### src/rtl/pixel_sink_pkg.sv
// Shared definitions for the pixel_sink capture port: register offsets,
// STATUS bit positions, bus handshake states and the checksum adder.
package pixel_sink_pkg;

    localparam logic [2:0] PS_DATA   = 3'd0;
    localparam logic [2:0] PS_STATUS = 3'd1;
    localparam logic [2:0] PS_CTRL   = 3'd2;
    localparam logic [2:0] PS_TOTAL  = 3'd3;
    localparam logic [2:0] PS_CKSUM  = 3'd4;

    localparam int ST_EMPTY     = 0;
    localparam int ST_FULL      = 1;
    localparam int ST_OVERFLOW  = 2;
    localparam int ST_UNDERRUN  = 3;
    localparam int ST_COUNT_LSB = 16;

    typedef enum logic {
        PS_IDLE = 1'b0,
        PS_RESP = 1'b1
    } ps_bus_state_e;

    // Modulo-255 add; a is always below 255, so one conditional subtract suffices.
    function automatic logic [7:0] add_mod255(input logic [7:0] a, input logic [7:0] b);
        logic [8:0] sum;
        logic [8:0] res;
        sum = {1'b0, a} + {1'b0, b};
        if (sum >= 9'd255) begin
            res = sum - 9'd255;
        end else begin
            res = sum;
        end
        return res[7:0];
    endfunction

endpackage

### src/rtl/pixel_sink_fifo.sv
// Synchronous FIFO for pixel_sink: natural-wrap pointers, registered count,
// combinational read of the head entry, flush returns it to empty.
module pixel_sink_fifo
    import pixel_sink_pkg::*;
#(
    parameter int DEPTH = 16,
    parameter int WIDTH = 8
) (
    input  logic                     clk,
    input  logic                     reset,
    input  logic                     push,
    input  logic [WIDTH-1:0]         din,
    input  logic                     pop,
    input  logic                     flush,
    output logic [WIDTH-1:0]         dout,
    output logic [$clog2(DEPTH):0]   count,
    output logic                     full,
    output logic                     empty
);

    localparam int AW = $clog2(DEPTH);
    localparam logic [AW-1:0] PTR_ONE  = AW'(1);
    localparam logic [AW:0]   CNT_ONE  = (AW + 1)'(1);
    localparam logic [AW:0]   CNT_FULL = (AW + 1)'(DEPTH);

    logic [WIDTH-1:0] r_mem [DEPTH];
    logic [AW-1:0]    r_wr_ptr;
    logic [AW-1:0]    r_rd_ptr;
    logic [AW:0]      r_count;
    logic             w_push;
    logic             w_pop;

    assign full   = (r_count == CNT_FULL);
    assign empty  = (r_count == '0);
    assign count  = r_count;
    assign dout   = r_mem[r_rd_ptr];
    assign w_push = push && !full;
    assign w_pop  = pop && !empty;

    // Pointer and occupancy bookkeeping.
    always_ff @(posedge clk) begin
        if (reset || flush) begin
            r_wr_ptr <= '0;
            r_rd_ptr <= '0;
            r_count  <= '0;
        end else begin
            if (w_push) r_wr_ptr <= r_wr_ptr + PTR_ONE;
            if (w_pop)  r_rd_ptr <= r_rd_ptr + PTR_ONE;
            case ({w_push, w_pop})
                2'b10:   r_count <= r_count + CNT_ONE;
                2'b01:   r_count <= r_count - CNT_ONE;
                default: r_count <= r_count;
            endcase
        end
    end

    // Storage array; contents need no reset since count gates visibility.
    always_ff @(posedge clk) begin
        if (w_push && !flush && !reset) r_mem[r_wr_ptr] <= din;
    end

endmodule

### src/rtl/pixel_sink.sv
// Memory-mapped capture port: buffers the engine's pixel stream for CPU reads.
// Optional CHECKSUM register at 0x10 when PIXEL_SINK_CHECKSUM_EN is defined.
module pixel_sink
    import pixel_sink_pkg::*;
#(
    parameter int          DEPTH     = 16,
    parameter logic [31:0] ADDR_BASE = 32'h0300_0000
) (
    input  logic        clk,
    input  logic        reset,
    input  logic        pix_valid,
    input  logic [7:0]  pix_data,
    output logic        pix_ready,
    input  logic        iomem_valid,
    output logic        iomem_ready,
    input  logic [3:0]  iomem_wstrb,
    input  logic [31:0] iomem_addr,
    input  logic [31:0] iomem_wdata,
    output logic [31:0] iomem_rdata
);

    localparam int CW = $clog2(DEPTH) + 1;

    ps_bus_state_e r_state, w_state_next;
    logic          r_en, r_underrun, r_overflow;
    logic [31:0]   r_total, r_rdata, w_rdata_next, w_status, w_cksum;
    logic [7:0]    w_dout;
    logic [CW-1:0] w_count;
    logic          w_full, w_empty, w_sel, w_accept, w_is_wr, w_ctrl_wr;
    logic          w_clear, w_data_rd, w_pop, w_push, w_unused;
    logic [2:0]    w_off;

    assign w_sel     = iomem_valid && (iomem_addr[31:8] == ADDR_BASE[31:8]);
    assign w_accept  = (r_state == PS_IDLE) && w_sel;
    assign w_is_wr   = |iomem_wstrb;
    assign w_off     = iomem_addr[4:2];
    assign w_ctrl_wr = w_accept && w_is_wr && (w_off == PS_CTRL) && iomem_wstrb[0];
    assign w_clear   = w_ctrl_wr && iomem_wdata[1];
    assign w_data_rd = w_accept && !w_is_wr && (w_off == PS_DATA);
    assign w_pop     = w_data_rd && !w_empty;
    // A pixel handshaken alongside a clear is dropped rather than stored.
    assign w_push    = pix_valid && pix_ready && r_en && !w_clear;
    assign w_unused  = ^{iomem_wdata[31:3], iomem_addr[7:5], iomem_addr[1:0]};

    assign pix_ready   = !r_en || !w_full;
    assign iomem_ready = (r_state == PS_RESP);
    assign iomem_rdata = r_rdata;

    pixel_sink_fifo #(.DEPTH(DEPTH), .WIDTH(8)) u_fifo (
        .clk   (clk),
        .reset (reset),
        .push  (w_push),
        .din   (pix_data),
        .pop   (w_pop),
        .flush (w_clear),
        .dout  (w_dout),
        .count (w_count),
        .full  (w_full),
        .empty (w_empty)
    );

`ifdef PIXEL_SINK_CHECKSUM_EN
    logic [7:0] r_s1, r_s2, w_s1_next;
    assign w_s1_next = add_mod255(r_s1, pix_data);
    assign w_cksum   = {16'h0000, r_s2, r_s1};

    // Fletcher-style running sums over pixels stored in the FIFO.
    always_ff @(posedge clk) begin
        if (reset || w_clear) begin
            r_s1 <= 8'h00;
            r_s2 <= 8'h00;
        end else if (w_push) begin
            r_s1 <= w_s1_next;
            r_s2 <= add_mod255(r_s2, w_s1_next);
        end
    end
`else
    assign w_cksum = 32'h0000_0000;
`endif

    // Bus handshake: one response cycle per accepted access, no decode during it.
    always_comb begin
        w_state_next = r_state;
        case (r_state)
            PS_IDLE: begin
                if (w_sel) w_state_next = PS_RESP;
                else       w_state_next = PS_IDLE;
            end
            PS_RESP: w_state_next = PS_IDLE;
            default: w_state_next = PS_IDLE;
        endcase
    end

    // Read-data mux, sampled from pre-edge state of the accepting cycle.
    always_comb begin
        w_status                         = 32'h0000_0000;
        w_status[ST_COUNT_LSB +: CW]     = w_count;
        w_status[ST_UNDERRUN]            = r_underrun;
        w_status[ST_OVERFLOW]            = r_overflow;
        w_status[ST_FULL]                = w_full;
        w_status[ST_EMPTY]               = w_empty;
        w_rdata_next                     = 32'h0000_0000;
        case (w_off)
            PS_DATA:   w_rdata_next = w_empty ? 32'h0000_0000 : {23'h000000, 1'b1, w_dout};
            PS_STATUS: w_rdata_next = w_status;
            PS_CTRL:   w_rdata_next = {31'h0000_0000, r_en};
            PS_TOTAL:  w_rdata_next = r_total;
            PS_CKSUM:  w_rdata_next = w_cksum;
            default:   w_rdata_next = 32'h0000_0000;
        endcase
    end

    // Control/status registers and registered bus response.
    always_ff @(posedge clk) begin
        if (reset) begin
            r_state    <= PS_IDLE;
            r_en       <= 1'b0;
            r_underrun <= 1'b0;
            r_overflow <= 1'b0;
            r_total    <= 32'h0000_0000;
            r_rdata    <= 32'h0000_0000;
        end else begin
            r_state <= w_state_next;
            r_rdata <= (w_accept && !w_is_wr) ? w_rdata_next : 32'h0000_0000;
            if (w_ctrl_wr) r_en <= iomem_wdata[0];
            // Sticky clear first so a coincident new event still latches.
            if (w_ctrl_wr && iomem_wdata[2]) begin
                r_underrun <= 1'b0;
                r_overflow <= 1'b0;
            end
            if (w_data_rd && w_empty) r_underrun <= 1'b1;
            if (pix_valid && !pix_ready && r_en) r_overflow <= 1'b1;
            if (w_clear)     r_total <= 32'h0000_0000;
            else if (w_push) r_total <= r_total + 32'd1;
        end
    end

endmodule

### config.mk
export PLATFORM = sky130hd
export DESIGN_NAME = pixel_sink
export DESIGN_NICKNAME = d
export VERILOG_FILES = /design/src/rtl/pixel_sink_pkg.sv /design/src/rtl/pixel_sink_fifo.sv /design/src/rtl/pixel_sink.sv
export SDC_FILE = /design/constraint.sdc
export NUM_CORES = 1
export LEC_CHECK = 0
export CAP_MARGIN = 0
export CORE_MARGIN = 5
export CORE_UTILIZATION = 55
export DETAILED_ROUTE_END_ITERATION = 10
export PLACE_DENSITY = 0.77
export SETUP_SLACK_MARGIN = 0.5
export SLEW_MARGIN = 20
export SYNTH_ARGS = -nofsm -noshare
export SYNTH_HDL_FRONTEND = slang
export SYNTH_SLANG_ARGS = --single-unit
export TNS_END_PERCENT = 10
### constraint.sdc
create_clock -name clk -period 3.7 [get_ports clk]
set_input_delay 0.74 -clock clk [delete_from_list [all_inputs] [get_ports clk]]
set_output_delay 0.74 -clock clk [all_outputs]
set_load 0.05 [all_outputs]
==> reports/metrics.yaml <==
final_util: 0.699
synthFlopType: "edfxtp_1"
startpoint: "iomem_addr[24]"
drc: 0
initial_core_util: 0.564
r2r_setup_slack_ns: 0.67
final_common_cell: "edfxtp_1"
syn_area_um2: 8600
cts_made_buffers: 21
die_x_um: 135
synth-edff-count: 128
crit_slowest_cell: "or4_4"
criticalPathCategory: "in2reg"
yosys-top-cells-area: "edfxtp_1 45%, dfxtp_1 20%, mux4_2 8.4%"
p_per_area_nw_per_um2: 438
outcome: "finished, final reports clean"
fin_skew_ns: 0.0146
cp-start-kind: "input port"
layout.nets: 811
cts_buffer_depth: 3
wire_per_inst_um: 19.8
async_reset_ff_frac: 0
worst_r2r_path_depth: 10
cts.htree.levels: 1
hpwlAfterDp_um: 12600
finalMaxSlewViolations: 0
antenna_found_initial: 0
die-height_um: 135
syn_to_final_growth_pct: 24.0
io-pin-count: 114
via_per_inst: 5.69
vdd_drop_max_v: 0.000432
p_leak_nw: 3.77
cts_root_buffer: "clkbuf_16"
crit_path_end_kind: "flop"
final_cell_mix: "128 x edfxtp_1, 84 x dfxtp_1, 75 x nor2_1"
num_rows: 45
grt_pass1_wl_um: 29300
synth_cell_types: 49
slew_headroom: 0.326
vias: 5381
required_ns: 4.13
worst_slew_pin_slew_ns: 1.01
antennaDiodeCount: 0
crit_chain: "clkdlybuf4s50_1 -> nor4bb_4 -> nand4_1 -> nor3_4 -> ha_4 -> ha_4 -> nor2b_4 -> o21a_1 -> o21a_1 -> or4_4 -> a21oi_2"
r2r-end: "u_fifo.count[4]"
setup_viol: 0
drt_first_pass_iters: 5
ys_ff_latch: 213
cp.arrival_ns: 3.57
drt_iter0_drc: 437
synth_top_area_share: 0.447
ys_warn_count: 0
clk_pin_slew_ns: 0.06
maxCapViolations: 0
antenna_left: 0
timing.critical_path.to: "u_fifo.count[4]"
period_share: 0.849
fmax_mhz: 318
cts_tree: "built"
post-route-min-period_ns: 3.14
rsz0062_at_grt: "false"
hold_viol: 0
place_area_um2: 9810
cp_max_fo: 5
layout.cells.non_filler: 946
clk-insertion-delay-late_ns: 0.50
yosysTopAreaCell: "edfxtp_1"
grt_max_degree: 47
dp_cells: 903
netlist_instances: 612
fin_hold_ws_ns: 0.465
clock_sinks: 213
final_area_um2: 10700
fp.dieArea_um2: 18200
synth_nets: 703
cts_hold_buf: 0
seq_area_frac_synth: 0.644
finalWirelength_um: 18700
grt_usage: 0.204
gp_congestion: 0.855
hp-class: "reg2reg"
worst_r2r_startpoint: "u_fifo.count[0]"
coreArea_um2: 15300
critical-path-max-stage-delay_ns: 0.53
portBuffers: 79
avgSynthCellArea_um2: 14.1
first_global_vias: 5478
fillers: 1001
drive_gt1_frac: 0.177
overflow: 0
-- cell families after synthesis --
family	share of synthesized area
and+or+nand+nor	0.141
AOI/OAI and AO/OA	0.0384
adders and majority gates	0.0169
DFF	0.644
muxes	0.100
buffers and inverters	0.0201
xor gates and xnor gates	0.0387
-- through the flow --
stage	power, W	setup TNS (ns)	setup slack (ns)
2_1_floorplan	0.00258	0	0.501
3_3_place_gp	0.00266	-0.00638	-0.00638
3_5_place_dp	0.00266	-0.0931	-0.0931
4_1_cts	0.00469	0	0.503
5_1_grt	0.00482	0	0.446
6_report	0.00467	0	0.558
-- cell usage after synthesis, types with 2 or more instances --
cell / number
dfxtp_1: 85
and3_1: 4
o22ai_1: 7
a21o_1: 4
and2_1: 17
inv_1: 11
and4_1: 6
mux2i_1: 13
clkbuf_1: 16
nand2b_1: 5
nor3_1: 15
nor4_1: 5
a211oi_1: 3
o31ai_1: 6
ha_1: 10
nand2_1: 30
nor4_4: 6
mux4_2: 32
nand4_1: 12
nand3_1: 20
or4_1: 4
nor2_1: 76
buf_2: 12
xnor2_1: 18
a211o_1: 2
nor2b_1: 4
nor4bb_1: 2
o21a_1: 2
nor4b_2: 2
o32ai_1: 5
a21oi_1: 13
o21ai_1: 2
edfxtp_1: 128
xor2_1: 20
-- worst max-delay path, delay by kind of cell --
kind                       cells  cell delay [ns]
and+or+nand+nor                5             1.38
AOI/OAI and AO/OA              3             0.52
buffers and inverters          1             0.49
adders and majority gates      2             0.43
-- area by class of cell --
class | instances | area, µm² | share of cell area
sequential | 213 | 5550 | 0.520
timing repair buffer | 115 | 1120 | 0.105
clock buffer | 30 | 569 | 0.0534
clock inverter | 8 | 93.8 | 0.00880
tap | 211 | 264 | 0.0247
inverter | 11 | 41.3 | 0.00387
multi-input combinational | 358 | 3030 | 0.284
-- layer usage --
layer  vias up  global-route usage  share of wire
li1       2498                   -              -
met2       167               0.361           0.53
met3        28              0.0324          0.043
met1      2688               0.262           0.41
met4         0              0.0543          0.020
met5         -                   0              0
-- state kept, by name, summed over array words and instances (netlist names), named ones only --
register	count
r_overflow	1
u_fifo.count	5
iomem_rdata	32
r_total	32
u_fifo.r_mem	128
iomem_ready	1
u_fifo.r_wr_ptr	4
u_fifo.r_rd_ptr	4
r_en	1
r_underrun	1
-- power by group --
group | switching, W | internal [W]
clock | 0.000839 | 0.00121
sequential | 0.000000000000539 | 0.00251
combinational | 0.0000563 | 0.0000507
total | 0.000895 | 0.00377
-- how the worst min path moves through the flow --
stage	start	to	slack [ns]	depth (start not counted)
finish	r_overflow	r_overflow	0.46	2
global route	r_total[31]	iomem_rdata[31]	0.51	1
CTS	r_overflow	r_overflow	0.47	2
detailed placement	r_overflow	r_overflow	0.46	2
global placement	r_overflow	r_overflow	0.46	2
floorplan	r_underrun	r_underrun	0.43	2
-- what timing repair did --
| action | in CTS | in global routing |
|---|---|---|
| cloned | 0 | 0 |
| setup buffers | 1 | 4 |
| resized for setup | 5 | 41 |
| endpoints found under the setup margin | 1 | 1 |
| pin swaps | 8 | 19 |
Note: power is estimated with default switching activity, not from simulation.
